[config.mk]
export PLATFORM = sky130hd
export DESIGN_NAME = ahb_cmd_arbiter
export DESIGN_NICKNAME = d
export VERILOG_FILES = /design/src/rtl/ahb_cmd_arb_pkg.sv /design/src/rtl/ahb_cmd_arb_pick.sv /design/src/rtl/ahb_cmd_arbiter.sv
export SDC_FILE = /design/constraint.sdc
export NUM_CORES = 1
export LEC_CHECK = 0
export CELL_PAD_IN_SITES_DETAIL_PLACEMENT = 1
export CELL_PAD_IN_SITES_GLOBAL_PLACEMENT = 2
export CORE_MARGIN = 4
export CORE_UTILIZATION = 18
export DETAILED_ROUTE_END_ITERATION = 8
export GPL_TIMING_DRIVEN = 1
export PLACE_DENSITY_LB_ADDON = 0.1
export SYNTH_ARGS = -nofsm -noshare
export SYNTH_HDL_FRONTEND = slang
export SYNTH_HIERARCHICAL = 1
export SYNTH_SLANG_ARGS = --single-unit
[constraint.sdc]
create_clock -name hclk -period 3.7 [get_ports hclk]
set_clock_uncertainty 0.2 [all_clocks]
set_input_delay 0.555 -clock hclk [delete_from_list [all_inputs] [get_ports hclk]]
set_output_delay 0.555 -clock hclk [all_outputs]
set_load 0.05 [all_outputs]
[src/rtl/ahb_cmd_arb_pkg.sv]
// Shared types and constants for the AHB5 command arbiter.
// Build option: AHB_CMD_ARB_FIXED_PRIO_EN selects fixed priority instead of round-robin.
package ahb_cmd_arb_pkg;

  localparam int NUM_REQ_DEF = 4;
  localparam int DATA_W      = 32;

  typedef enum logic [1:0] {
    IDLE  = 2'd0,
    ISSUE = 2'd1,
    WAIT  = 2'd2,
    RESP  = 2'd3
  } arb_state_e;

  typedef struct packed {
    logic              write;
    logic              burst;
    logic              sec;
    logic [DATA_W-1:0] addr;
    logic [DATA_W-1:0] wdata;
  } cmd_t;

  function automatic int idx_w(input int n);
    return (n > 1) ? $clog2(n) : 1;
  endfunction

endpackage

[src/rtl/ahb_cmd_arb_pick.sv]
// Combinational winner selection: round-robin from ptr, or lowest index wins
// when AHB_CMD_ARB_FIXED_PRIO_EN is defined (ptr is then ignored).
module ahb_arb_pick
  import ahb_cmd_arb_pkg::*;
#(
  parameter int NUM_REQ = NUM_REQ_DEF,
  parameter int IDX_W   = idx_w(NUM_REQ)
) (
  input  logic [NUM_REQ-1:0] req_valid,
  input  logic [IDX_W-1:0]   ptr,
  output logic [NUM_REQ-1:0] gnt,
  output logic               gnt_vld
);

  logic found;

  assign gnt_vld = |req_valid;

`ifdef AHB_CMD_ARB_FIXED_PRIO_EN
  logic unused_ptr;
  assign unused_ptr = ^ptr;

  always_comb begin
    gnt   = '0;
    found = 1'b0;
    for (int i = 0; i < NUM_REQ; i++) begin
      if (!found && req_valid[i]) begin
        gnt[i] = 1'b1;
        found  = 1'b1;
      end
    end
  end
`else
  // Walk NUM_REQ slots starting at ptr; the index wraps back below NUM_REQ.
  always_comb begin
    int               j;
    logic [IDX_W-1:0] jj;
    gnt   = '0;
    found = 1'b0;
    for (int k = 0; k < NUM_REQ; k++) begin
      j = int'(ptr) + k;
      if (j >= NUM_REQ) j = j - NUM_REQ;
      jj = IDX_W'(j);
      if (!found && req_valid[jj]) begin
        gnt[jj] = 1'b1;
        found   = 1'b1;
      end
    end
  end
`endif

endmodule

[src/rtl/ahb_cmd_arbiter.sv]
// Arbitrates NUM_REQ level requesters onto one AHB5 master command port.
// Build option: AHB_CMD_ARB_FIXED_PRIO_EN (fixed priority, no ptr register).
module ahb_cmd_arbiter
  import ahb_cmd_arb_pkg::*;
#(
  parameter int NUM_REQ = NUM_REQ_DEF
) (
  input  logic                      hclk,
  input  logic                      hreset,
  input  logic [NUM_REQ-1:0]        req_valid,
  input  logic [NUM_REQ-1:0]        req_write,
  input  logic [NUM_REQ-1:0]        req_burst,
  input  logic [NUM_REQ-1:0]        req_sec,
  input  logic [NUM_REQ*DATA_W-1:0] req_addr,
  input  logic [NUM_REQ*DATA_W-1:0] req_wdata,
  output logic [NUM_REQ-1:0]        req_done,
  output logic [DATA_W-1:0]         rsp_rdata,
  output logic                      rsp_error,
  output logic                      busy,
  output logic                      cmd_start,
  output logic                      cmd_write,
  output logic                      cmd_burst,
  output logic                      cmd_sec,
  output logic [DATA_W-1:0]         cmd_addr,
  output logic [DATA_W-1:0]         cmd_wdata,
  input  logic                      cmd_done,
  input  logic                      cmd_error,
  input  logic [DATA_W-1:0]         cmd_rdata
);

  localparam int IDX_W = idx_w(NUM_REQ);

  arb_state_e        state_q, state_d;
  cmd_t              cmd_q, cmd_d;
  logic [IDX_W-1:0]  win_q, win_d;
  logic [DATA_W-1:0] rdata_q, rdata_d;
  logic              err_q, err_d;
  logic [IDX_W-1:0]  ptr;
  logic [NUM_REQ-1:0] gnt;
  logic              gnt_vld;

`ifdef AHB_CMD_ARB_FIXED_PRIO_EN
  assign ptr = '0;
`else
  logic [IDX_W-1:0] ptr_q, ptr_d;

  // Next search starts just past the requester being answered this cycle.
  always_comb begin
    ptr_d = ptr_q;
    if (state_q == RESP) begin
      ptr_d = (win_q == IDX_W'(NUM_REQ - 1)) ? '0 : win_q + IDX_W'(1);
    end
  end

  always_ff @(posedge hclk) begin
    if (hreset) ptr_q <= '0;
    else        ptr_q <= ptr_d;
  end

  assign ptr = ptr_q;
`endif

  ahb_arb_pick #(
    .NUM_REQ (NUM_REQ),
    .IDX_W   (IDX_W)
  ) u_pick (
    .req_valid (req_valid),
    .ptr       (ptr),
    .gnt       (gnt),
    .gnt_vld   (gnt_vld)
  );

  always_comb begin
    state_d = state_q;
    cmd_d   = cmd_q;
    win_d   = win_q;
    rdata_d = rdata_q;
    err_d   = err_q;
    unique case (state_q)
      IDLE: begin
        if (gnt_vld) begin
          for (int i = 0; i < NUM_REQ; i++) begin
            if (gnt[i]) begin
              cmd_d.write = req_write[i];
              cmd_d.burst = req_burst[i];
              cmd_d.sec   = req_sec[i];
              cmd_d.addr  = req_addr[i*DATA_W +: DATA_W];
              cmd_d.wdata = req_wdata[i*DATA_W +: DATA_W];
              win_d       = IDX_W'(i);
            end
          end
          state_d = ISSUE;
        end
      end
      ISSUE: state_d = WAIT;
      WAIT: begin
        if (cmd_done) begin
          rdata_d = cmd_q.write ? '0 : cmd_rdata;
          err_d   = cmd_error;
          state_d = RESP;
        end
      end
      RESP: state_d = IDLE;
      default: state_d = IDLE;
    endcase
  end

  always_ff @(posedge hclk) begin
    if (hreset) begin
      state_q <= IDLE;
      cmd_q   <= '0;
      win_q   <= '0;
      rdata_q <= '0;
      err_q   <= 1'b0;
    end else begin
      state_q <= state_d;
      cmd_q   <= cmd_d;
      win_q   <= win_d;
      rdata_q <= rdata_d;
      err_q   <= err_d;
    end
  end

  always_comb begin
    req_done = '0;
    for (int i = 0; i < NUM_REQ; i++) begin
      req_done[i] = (state_q == RESP) && (win_q == IDX_W'(i));
    end
  end

  assign rsp_rdata = (state_q == RESP) ? rdata_q : '0;
  assign rsp_error = (state_q == RESP) && err_q;
  assign busy      = (state_q != IDLE);
  assign cmd_start = (state_q == ISSUE);
  assign cmd_write = cmd_q.write;
  assign cmd_burst = cmd_q.burst;
  assign cmd_sec   = cmd_q.sec;
  assign cmd_addr  = cmd_q.addr;
  assign cmd_wdata = cmd_q.wdata;

endmodule

; Word level (Yosys, flattened, before mapping)
; Index checks and enable logic that the tools add are counted.
[op_classes]
div_mod_pow = 0
order_cmp = 12
n_shift = 0
bitwise_logic = 3
reduce_logical = 23
add_sub_neg = 8
eq_ne = 8
muxes = 41
mul = 0
[ops]
columns = op, n
row1 = $mux W67, 4
row2 = $mux W32, 2
row3 = $mux W2, 11
row4 = $mux W4, 4
row5 = $logic_and A1 B1 Y1, 12
row6 = $lt A2 B3 Y1 const B, 4
row7 = $or A4 B4 Y4, 3
row8 = $mux W1, 11
row9 = $ge A3 B3 Y1 const B, 3
row10 = $bmux W1 S2, 4
row11 = $demux W1 S2, 4
row12 = $eq A2 B2 Y1 const B, 4
row13 = $ge A2 B1 Y1 const B, 4
row14 = $pmux W2 S4, 1
row15 = $sub A2 B1 Y2 const B, 4
row16 = $add A2 B2 Y3 const B, 2
row17 = $eq A2 B1 Y1 const B, 2
row18 = $logic_not A2 Y1, 2
row19 = $ne A2 B2 Y1 const B, 2
row20 = $reduce_and A2 Y1, 2
row21 = $reduce_bool A4 Y1, 1
row22 = $reduce_or A4 Y1, 1
row23 = $add A2 B1 Y3 const B, 1
row24 = $ge A2 B3 Y1 const B, 1
row25 = 4 further kinds, 6
[totals]
n_memories = 0
output_inout_bits = 106
in_bits = 308
mem_bits_rw = 0
latchBits = 0
ff_bits = 106
wordCells = 105
mem_bits_ro = 0

; Longest topological paths before layout
[depth]
word_depth = 18
ltp_mapped = 14
ltp_nobuf = 9

; By module
; The synthesis kept the hierarchy.
[by_module_without_submodules]
columns = mod, seq_area_each_um2, area_each_um2, cells_each, n_inst
row1 = ahb_cmd_arbiter, 2122.0, 5945.7, 635, 1
row2 = ahb_arb_pick, 0.0, 310.3, 31, 1

; Worst setup path before layout
; OpenSTA, ideal clock, no wires.
[synth_timing]
path_type = flip-flop to flip-flop
start = register ptr_q[0], in the netlist ptr[0]
end = register cmd_q, in the netlist cmd_wdata[15]
stages_incl_launch_ff = 12
arrival_ns = 3.363
required_time_ns = 3.354
setup_time_ns = 0.146
n_path_buf = 3
path_slack_ns = -0.009
period_less_slack_ns = 3.709
cell_sequence = dfxtp_1 -> inv_1 -> ha_1 -> mux4_2 -> nor4b_4 -> a221o_1 -> clkbuf_1 -> clkbuf_1 -> buf_2 -> mux2_2 -> a222oi_1 -> a211oi_2
[synth_between]
elab_chain_len = 17
elab_cells_between_ends = 64
cone_classes = add/sub: 7 / order compare: 12 / mux: 30 / bitwise: 3 / reduce/logical: 12
[synth_lines]
columns = item, line
row1 = from (decl), ahb_cmd_arbiter.sv:45  ; logic [IDX_W-1:0] ptr_q, ptr_d;
row2 = from (signal assigned), ahb_cmd_arbiter.sv:57  ; else ptr_q <= ptr_d;
row3 = "parallel branches: the longest is 13 deep, another holds $add A2 B1 Y3", --
row4 = $mux W4 *, ahb_cmd_arb_pick.sv:44  ; if (!found && req_valid[jj]) begin
row5 = named net gnt[1], ahb_cmd_arbiter.sv:39  ; logic [NUM_REQ-1:0] gnt;
row6 = $mux W67 (3 in series), ahb_cmd_arbiter.sv:83  ; if (gnt[i]) begin
row7 = to (signal assigned), ahb_cmd_arbiter.sv:117  ; cmd_q <= cmd_d;
row8 = to (decl), ahb_cmd_arbiter.sv:34  ; cmd_t cmd_q, cmd_d;
; Mark *: on every way through the listed nets, which the timed path passes. The select of a mux whose other input is x is not followed.
; A chain may end at the register's enable or synchronous reset.

; Worst setup path in the final report
[layout_timing]
start = input req_valid[0]
end = register cmd_q, in the netlist cmd_wdata[22]
[layout_between]
elab_chain_len = 15
elab_cells_between_ends = 30
cone_classes = mux: 18 / bitwise: 3 / reduce/logical: 9
[layout_lines]
columns = item, line
row1 = from (decl), ahb_cmd_arbiter.sv:10  ; input logic [NUM_REQ-1:0] req_valid,
row2 = $bmux W1 S2, ahb_cmd_arb_pick.sv:44
row3 = $mux W1 (not written as such), ahb_cmd_arb_pick.sv:44
row4 = $mux W1, ahb_cmd_arb_pick.sv:44
row5 = $logic_not A1 Y1, ahb_cmd_arb_pick.sv:44
row6 = $logic_and A1 B1 Y1, ahb_cmd_arb_pick.sv:44
row7 = $mux W1, ahb_cmd_arb_pick.sv:44
row8 = $logic_not A1 Y1, ahb_cmd_arb_pick.sv:44
row9 = $logic_and A1 B1 Y1, ahb_cmd_arb_pick.sv:44
row10 = $mux W1, ahb_cmd_arb_pick.sv:44
row11 = $logic_not A1 Y1, ahb_cmd_arb_pick.sv:44
row12 = $logic_and A1 B1 Y1, ahb_cmd_arb_pick.sv:44
row13 = $mux W4 *, ahb_cmd_arb_pick.sv:44
row14 = named net gnt[1], ahb_cmd_arbiter.sv:39
row15 = $mux W67 (3 in series), ahb_cmd_arbiter.sv:83
; Mark *: on every way through the listed nets, which the timed path passes. The rest lies on a longest branch. The select of a mux whose other input is x is not followed.

==> impl_metrics.csv <==
group,metric,value,unit
critical_path,cp_num_buf_inv,3,
clock_tree,max-clock-path-buffers,2,
die,dieHeight,194.4,microns
critical_path,slowest_delay,0.58,ns
critical_path,crit_family,"multiplexers",
yosys,ys_seq_area_share,33.92,%
layout,diodes,0,
yosys,syn_area,6256,sq um
critical_path,path_class,"primary input to flip-flop",
min_path,hold_start,"rdata_q[11]",
timing,tightest_slew,0.7567,ns
yosys,netlist_instances,666,
pwr,p_leak,3.952,nW
yosys,async_flop_share,0,%
layout,n_fill_cell,3915,
critical_path,r2r_slack,0.26,ns
global_routing,track_usage,17.08,%
clock_tree,clock_sinks,106,
pwr,p_switching,4.272,mW
critical_path,crit_top_cell,"buf_4",
pwr,power.ir.vdd_worst,0.5324,mV
placed_design,globalplace.congestion,0.7613,
clock_tree,cts_tree,"built",
layout,synthToLayoutAreaGrowth,84.04,%
critical_path,crit_fanout,6,
timing,slew_headroom,49.56,%
critical_path,cp-end-kind,"flip-flop",
global_routing,first_global_vias,7872,
yosys,yosysWarnings,6,
min_path,hold_end,"rdata_q[11]",
routing,avgRoutedWirePerCell,22.21,microns
critical_path,start_kind,"primary input",
clock_tree,post_cts_resized,0,
min_path,holdPathStages,2,
yosys,syn_area_per_cell,9.393,sq um
timing,rsz0062_at_grt,"no",
clock_tree,ctsHoldBuffers,0,
placed_design,preCtsSetupSlack,-0.1955,ns
die,start_util,18.20,%
critical_path,cp_cell_sequence,"clkdlybuf4s50_1 > mux4_2 > nor4b_4 > a221o_4 > buf_4 > mux2_2 > a222oi_1 > buf_4 > a211oi_2",
critical_path,reg2regPathDepth,10,
yosys,synth_flop_cell,"dfxtp_1",
clock_tree,cts_setup_buffers,0,
routing,first_pass_iters,8,
die,dieArea,37800,sq um
timing,fin_crit,3.505,ns
layout,drive_gt1_share,16.14,%
timing,fin_crit_sh,94.74,%
routing,vias,7199,
timing,max_freq,285.3,MHz
clock_tree,clk_latency,0.35,ns
placed_design,dpl.hpwl,25.87,mm
layout,num-nets-final,1385,
timing,maxSlewViolCount,0,
routing,first_iter_violations,438,
global_routing,grt_max_degree,70,
outcome,status,"finished clean",
die,io_pins,414,
routing,viasPerCell,4.733,
clock_tree,cts_made_buffers,9,
global_routing,antenna_found_initial,2,
timing,whs,0.2508,ns
timing,finalSetupViolations,0,
die,coreArea,34370,sq um
clock_tree,root_buffer,"clkbuf_16",
pwr,pwr-share-seq,21.3,%
min_path,hold_path_class,"flip-flop to flip-flop",
global_routing,gr-total-overflow,0,
die,row_count,68,
critical_path,crit_arrival,3.51,ns
critical_path,rr_startpoint,"ptr[0]",
layout,stdcell_area,11510,sq um
clock_tree,h-tree-depth,3,
yosys,yosysUniqueCellTypes,32,
timing,hold_viol,0,
layout,utilization,33.50,%
placed_design,numPortBuffers,413,
pwr,internal_power,4.370,mW
pwr,power_frac_comb,67.6,%
pwr,swShare,49.43,%
routing,ant_nets,0,
critical_path,crit_start,"req_valid[0]",
critical_path,reg2reg_to,"cmd_wdata[22]",
yosys,syn_nets,989,
die,die-width,194.4,microns
yosys,ys_ff_latch,106,
global_routing,grt_pass1_wl,50.58,mm
routing,post-route-drc-count,0,
critical_path,cp_slowest_cell,"mux4_2",
yosys,synth_edf_count,0,
critical_path,cp_data_required_time,3.70,ns
routing,drt_wl_total,33.79,mm
pwr,power_density,750.6,nW/um^2
placed_design,dpl_cell_area,11230,sq um
timing,fin_ws,0.1946,ns
pwr,power.share.clock,11.0,%
flow_run,cap_violations,0,
clock_tree,clk_transition_reported_paths,0.07,ns
stage by stage:
stage	instances	setup TNS (ns)	total power [mW]
detailed placement	1506	-5.507	7.795
floorplan	666	0	5.393
global placement	1506	-2.926	7.783
CTS	1521	0	8.823
global route	1521	0	9.210
finish	1521	0	8.642
routing by layer:
layer	track usage [%]	vias up	part of all wire, %
met5	0	-	0.080
li1	-	3408	-
met2	31.37	262	52
met4	2.708	4	0.92
met3	5.460	19	7.3
met1	19.73	3506	40
kinds of logic (layout without fill, tap and decap cells):
group           Yosys count  count (layout)  share of synthesized area, %
compound gates          252             252                         30.26
simple gates            128             128                         12.68
flops                   106             106                         33.92
buf+inv                  92             492                         6.260
mux                      73              73                         13.88
fa+ha+maj                15              15                         3.000
area by class of cell:
type	count	area [sq um]	area share, %
Multi-Input combinational cell	468	3774	32.78
Clock buffer	10	239.0	2.076
Inverter	8	30.03	0.2608
Clock inverter	5	38.79	0.3369
Timing Repair Buffer	469	4740	41.17
Tap cell	455	569.3	4.945
Sequential cell	106	2123	18.44
synth_stat cells, types with 3 or more instances:
cell type,n,area [sq um]
buf_2,6,30.03
a211oi_2,20,250.2
buf_6,5,56.30
ha_1,15,187.7
and2_1,39,244.0
clkbuf_1,69,259.0
a211oi_1,49,367.9
inv_1,8,30.03
mux2_2,67,754.5
mux4_2,3,67.56
a221o_1,4,40.04
nor2_1,5,18.77
buf_1,3,11.26
nand2_1,42,157.7
a21oi_1,105,525.5
a222oi_1,66,660.6
o21ai_0,5,25.02
nand4b_1,32,280.3
dfxtp_1,106,2122
cell usage in the layout (no fill, tap or decap), drive strengths merged, types with 4 or more instances in the layout:
master / count
ha: 15
mux4: 4
nand4b: 32
clkdlybuf4s50: 412
inv: 10
a211oi: 69
buf: 57
clkbuf: 10
and2: 39
a21oi: 105
a221o: 4
nor2: 5
dfxtp: 106
o21ai: 5
a222oi: 66
mux2: 67
nand2: 42
worst max path at each step:
stage               endpoint  slack, ns  cells past startpoint
5_1_grt        cmd_wdata[28]       0.09                     11
3_5_place_dp   cmd_wdata[22]      -0.20                      9
2_1_floorplan  cmd_wdata[15]       0.13                     11
4_1_cts        cmd_wdata[22]       0.09                     10
3_3_place_gp       cmd_write      -0.23                      9
6_report       cmd_wdata[22]       0.19                      9
power by group through the flow:
stage / Clock [mW] / Sequential [mW] / Combinational [mW]
detailed placement: 0 / 1.86 / 5.93
global route: 1.05 / 1.91 / 6.25
finish: 0.953 / 1.84 / 5.84
global placement: 0 / 1.87 / 5.91
CTS: 1.02 / 1.85 / 5.95
floorplan: 0 / 3.14 / 2.26
registers in the layout, indices dropped and copies added, names as in the netlist:
| name | cells |
|---|---|
| cmd_addr | 32 |
| ptr | 2 |
| cmd_burst | 1 |
| win_q | 2 |
| cmd_wdata | 32 |
| cmd_sec | 1 |
| state_q | 2 |
| err_q | 1 |
| rdata_q | 32 |
| cmd_write | 1 |
worst min-delay path, cell delays in order (launching register included):
cell	delay [ns]
dfxtp_1	0.31
nand2_1	0.05
a21oi_1	0.05
Power figures use the tool's default switching activity.
